===== src/rtl/pipeline_hazard_ctrl.sv =====
// Stall/flush sequencer for a 5-stage MIPS pipeline: load-use, taken branch,
// multi-cycle data-memory wait with timeout, and a saturating stall counter.
//
// Ports:
//   clk, reset                 clock and synchronous active-high reset
//   id_rs, id_rt, id_uses_rt   source registers of the instruction in ID
//   ex_memtoreg, ex_regwrite,
//   ex_writereg                load/destination info of the instruction in EX
//   branch_taken               branch resolved taken this cycle
//   mem_req, mem_ready         data-memory access request / completion
//   pc_le .. mem_wb_le         pipeline register load enables
//   if_id_flush, id_ex_bubble  squash controls for IF_ID and ID_EX
//   halted, mem_err            sticky halt and one-cycle timeout pulse
//   stall_cnt                  saturating count of cycles with pc_le=0
module pipeline_hazard_ctrl #(
    parameter int MEM_TIMEOUT = 16,
    parameter int CNT_W       = 16
) (
    input  logic             clk,
    input  logic             reset,
    input  logic [4:0]       id_rs,
    input  logic [4:0]       id_rt,
    input  logic             id_uses_rt,
    input  logic             ex_memtoreg,
    input  logic             ex_regwrite,
    input  logic [4:0]       ex_writereg,
    input  logic             branch_taken,
    input  logic             mem_req,
    input  logic             mem_ready,
    output logic             pc_le,
    output logic             if_id_le,
    output logic             id_ex_le,
    output logic             ex_mem_le,
    output logic             mem_wb_le,
    output logic             if_id_flush,
    output logic             id_ex_bubble,
    output logic             halted,
    output logic             mem_err,
    output logic [CNT_W-1:0] stall_cnt
);

    localparam int WW = $clog2(MEM_TIMEOUT + 1);

    typedef enum logic [1:0] {
        RUN      = 2'd0,
        MEM_WAIT = 2'd1,
        HALT     = 2'd2
    } state_t;

    state_t        state;
    state_t        state_nxt;
    logic [WW-1:0] wait_cnt;
    logic [WW-1:0] wait_cnt_nxt;
    logic          timeout;
    logic          load_use;
    logic          mem_miss;
    logic          release_ok;

    assign load_use = ex_memtoreg & ex_regwrite & (ex_writereg != 5'd0)
                    & ((ex_writereg == id_rs)
                       | (id_uses_rt & (ex_writereg == id_rt)));

    assign mem_miss = mem_req & ~mem_ready;

    // Cycles in which the hazard priority list (branch / load-use / run)
    // decides the outputs: RUN without a memory miss, or the MEM_WAIT
    // cycle in which the access completes.
    assign release_ok = ((state == RUN) & ~mem_miss)
                      | ((state == MEM_WAIT) & mem_ready);

    assign timeout = (state == MEM_WAIT) & ~mem_ready
                   & (wait_cnt == WW'(MEM_TIMEOUT - 1));

    // State register
    always_ff @(posedge clk) begin
        if (reset) begin
            state    <= RUN;
            wait_cnt <= '0;
        end else begin
            state    <= state_nxt;
            wait_cnt <= wait_cnt_nxt;
        end
    end

    // Next-state logic
    always_comb begin
        state_nxt    = state;
        wait_cnt_nxt = wait_cnt;
        unique case (state)
            RUN: begin
                if (mem_miss) begin
                    state_nxt    = MEM_WAIT;
                    wait_cnt_nxt = WW'(1);
                end
            end
            MEM_WAIT: begin
                if (mem_ready) begin
                    state_nxt    = RUN;
                    wait_cnt_nxt = '0;
                end else if (timeout) begin
                    state_nxt    = HALT;
                    wait_cnt_nxt = '0;
                end else begin
                    wait_cnt_nxt = wait_cnt + WW'(1);
                end
            end
            HALT: begin
                state_nxt = HALT;
            end
            default: begin
                state_nxt    = RUN;
                wait_cnt_nxt = '0;
            end
        endcase
    end

    // Output logic
    always_comb begin
        pc_le        = 1'b0;
        if_id_le     = 1'b0;
        id_ex_le     = 1'b0;
        ex_mem_le    = 1'b0;
        mem_wb_le    = 1'b0;
        if_id_flush  = 1'b0;
        id_ex_bubble = 1'b0;
        if (reset) begin
            if_id_flush  = 1'b1;
            id_ex_bubble = 1'b1;
        end else if (release_ok) begin
            id_ex_le  = 1'b1;
            ex_mem_le = 1'b1;
            mem_wb_le = 1'b1;
            if (branch_taken) begin
                // The ID instruction is discarded, so a load-use on it is moot.
                pc_le        = 1'b1;
                if_id_le     = 1'b1;
                if_id_flush  = 1'b1;
                id_ex_bubble = 1'b1;
            end else if (load_use) begin
                id_ex_bubble = 1'b1;
            end else begin
                pc_le    = 1'b1;
                if_id_le = 1'b1;
            end
        end
    end

    // Registered status outputs
    always_ff @(posedge clk) begin
        if (reset) begin
            mem_err   <= 1'b0;
            halted    <= 1'b0;
            stall_cnt <= '0;
        end else begin
            mem_err <= timeout;
            if (timeout)
                halted <= 1'b1;
            if (!pc_le && (stall_cnt != {CNT_W{1'b1}}))
                stall_cnt <= stall_cnt + CNT_W'(1);
        end
    end

endmodule

===== config.mk =====
export PLATFORM = sky130hd
export DESIGN_NAME = pipeline_hazard_ctrl
export DESIGN_NICKNAME = d
export VERILOG_FILES = /design/src/rtl/pipeline_hazard_ctrl.sv
export SDC_FILE = /design/constraint.sdc
export NUM_CORES = 1
export LEC_CHECK = 0
export BUFFER_PORTS_ARGS = -buffer_cell sky130_fd_sc_hd__buf_2
export CORE_MARGIN = 2
export CORE_UTILIZATION = 53
export CTS_CLUSTER_SIZE = 40
export DETAILED_ROUTE_END_ITERATION = 6
export MAX_ROUTING_LAYER = met4
export PLACE_DENSITY_LB_ADDON = 0.08
export SYNTH_ARGS = -nofsm -noshare
export SYNTH_HDL_FRONTEND = slang
export SYNTH_SLANG_ARGS = --single-unit
export TNS_END_PERCENT = 50

===== constraint.sdc =====
create_clock -name clk -period 3.2 [get_ports clk]
set_input_delay 0.16 -clock clk [delete_from_list [all_inputs] [get_ports clk]]
set_output_delay 0.16 -clock clk [all_outputs]
set_load 0.005 [all_outputs]

==> impl_metrics.csv <==
group,metric,value,unit
floorplan,start_util,55.76,%
floorplan,rows,18,
setup_path,crit_path_max_fanout,29,
timing,rsz0062_at_grt,"false",
finish,final_common_cell,"buf_2",
pwr,p_leak,0.0006408,µW
synthesis,synth_edf_count,0,
synthesis,synthCells,164,
timing,post-route-period-util,64.10,%
timing,finalHoldViolCount,0,
hold_path,hold_class,"in2reg",
placed_design,dp.cells,231,
placed_design,gp_congestion,0.8879,
timing,slew-limit-headroom,66.19,%
floorplan,die_h,55.05,µm
clock_network,cts_hold_buf,0,
clock_network,post_cts_resized,0,
finish,diodes,0,
finish,fin_cells,235,
drt,wl_per_cell,12.97,µm
clock_network,cts_buffers,3,
clock_network,h-tree-depth,1,
finish,layout_common_cells,"buf_2, dfxtp_1, a21oi_1, xnor2_1, nor2_1",
grt,antenna_found_initial,0,
setup_path,critPathLaunchType,"register",
clock_network,clk_path_buf_depth,2,
synthesis,synthArstFlopShare,0,%
drt,drt_pass1_iterations,7,
synthesis,ys_ff_latch,25,
drt,vias,1363,
drt,ant_nets,0,
clock_network,cts_sinks,25,
timing,timing.final.setup_violations,0,
clock_network,clk_latency,0.32,ns
setup_path,worstPathArrival,2.31,ns
grt,grt_pass1_wl,4581,µm
timing,report.final.slew_viol_count,0,
drt,drt_iter0_drc,21,
setup_path,crit_type,"reg2reg",
clock_network,cts_root_buf,"clkbuf_4",
setup_path,crit_path_end_kind,"register",
timing,fin_tns_setup,0,ns
setup_path,required,3.46,ns
drt,drcViolationCount,0,
synthesis,syn_area_per_cell,8.423,µm²
grt,first_global_vias,1157,
placed_design,hpwl,2267,µm
drt,routed_wl,3047,µm
grt,grt_max_degree,30,
timing,tightest_slew,0.5072,ns
clock_network,clk_pin_slew,0.14,ns
clock_network,post-cts-setup-buffers,0,
finish,final_nets,231,
flow_run,cap_violations,0,
grt,grt_overflow,0,
synthesis,syn-cell-area,1381,µm²
synthesis,synth.distinct_cells,42,
drt,vias_per_cell,5.800,
floorplan,die_x,55.05,µm
grt,grt_usage,21.42,%
synthesis,syn-num-nets,189,
pwr,ir_drop,244.3,µV
drt,met3WireLength,125,µm
synthesis,synth_warnings,0,
timing,min_period,2.051,ns
pwr,p_per_area,341.8,nW/µm²
timing,clock.fmax,487.5,MHz
timing,clock_skew,0.002267,ns
run_status,status,"finished clean",
drt,wl_met1,1320,µm
floorplan,core,2477,µm²
synthesis,ys.flop_type,"dfxtp_1",
finish,drive_gt1_share,28.78,%
clock_network,cts_tree,"done",
floorplan,ioPinCount,48,
floorplan,dieArea,3031,µm²
drt,routed-wl-met2,1576,µm
finish,area_growth,16.85,%
synthesis,synth-seq-area-share,36.23,%
drt,top_layer_used,"met4",
placed_design,io_buffers,47,
cell families after synthesis:
family / after synthesis / share of synthesized area, %
flip-flops: 25 / 36.23
adder cells (fa/ha/maj): 2 / 1.811
AND/OR/NAND/NOR: 61 / 23.91
buffers and inverters: 15 / 6.521
XOR/XNOR: 13 / 8.243
multiplexers: 2 / 1.811
AO/OA/AOI/OAI: 46 / 21.47
synth_stat cells, types with 2 or more instances:
cell type  instances  share of area [%]
ha_1               2                1.8
nand2b_1           2               0.91
xnor2_1           11                7.0
inv_1              4                1.1
a21oi_1           19                6.9
buf_2              3                1.1
nor3_1             3                1.1
o21ai_1            6                2.2
nand2_1           10                2.7
o31ai_1            8                4.3
nand4_1            4                1.8
and2_1             2               0.91
or4_1              8                4.3
or3_1              6                2.7
a22oi_1            2                1.1
dfxtp_1           25                 36
nand3_1           10                3.6
xor2_1             2                1.3
clkbuf_1           2               0.54
nor2_1            11                3.0
buf_4              3                1.6
registers in the layout, indices dropped and copies added, names as in the netlist:
| signal | flops |
|---|---|
| stall_cnt | 16 |
| halted | 1 |
| state | 2 |
| mem_err | 1 |
| wait_cnt | 5 |
per-stage QoR:
step | hold slack [ns] | total power (µW) | setup slack (ns) | utilization [%] | area, µm²
after floorplan | 0.3827 | 387.1 | 1.339 | - | 1381
after global placement | 0.4317 | 411.9 | 1.219 | 64.04 | 1587
after detailed placement | 0.4615 | 415.9 | 1.178 | 64.04 | 1587
after CTS | 0.1597 | 556.1 | 1.146 | 65.15 | 1614
after global routing | 0.1933 | 572.5 | 1.045 | 65.15 | 1614
final | 0.1662 | 551.6 | 1.149 | 65.15 | 1614
where the power goes:
part | leakage, µW | switching (µW) | internal, µW
logic | 0.000421 | 45.5 | 39.8
registers | 0.000202 | 6.72 | 317
clock network | 0.0000177 | 95.6 | 46.8
critical path, stage by stage, from the launching register on:
cell      delay (ns)
dfxtp_1         0.36
ha_1            0.22
nand2_1         0.11
nor3_1          0.07
a211oi_2        0.24
a21oi_2         0.07
buf_4           0.22
or4_1           0.51
a21oi_1         0.16
area by class of cell:
type | count | area (µm²)
fillers | 224 | 863.3
multi-input cells | 124 | 790.8
flip-flops and latches | 25 | 500.5
repair buffers | 48 | 242.7
well taps | 30 | 37.54
clock buffers | 3 | 22.52
inverters | 4 | 15.01
clock inverters | 1 | 5.005
layer usage:
layer | GRT usage [%] | up-vias
met5 | - | -
met4 | 8.537 | 0
met3 | 4.032 | 4
met2 | 39.09 | 31
met1 | 22.64 | 646
li1 | - | 682
final timing paths:
kind | start | slack [ns] | to | cells past startpoint
max | stall_cnt[0] | 1.15 | stall_cnt[12] | 8
min | mem_ready | 0.17 | state[0] | 4
max reg2reg | stall_cnt[0] | 1.15 | stall_cnt[12] | 8
min reg2reg | halted | 0.49 | halted | 1
Power figures use the tool's default switching activity.
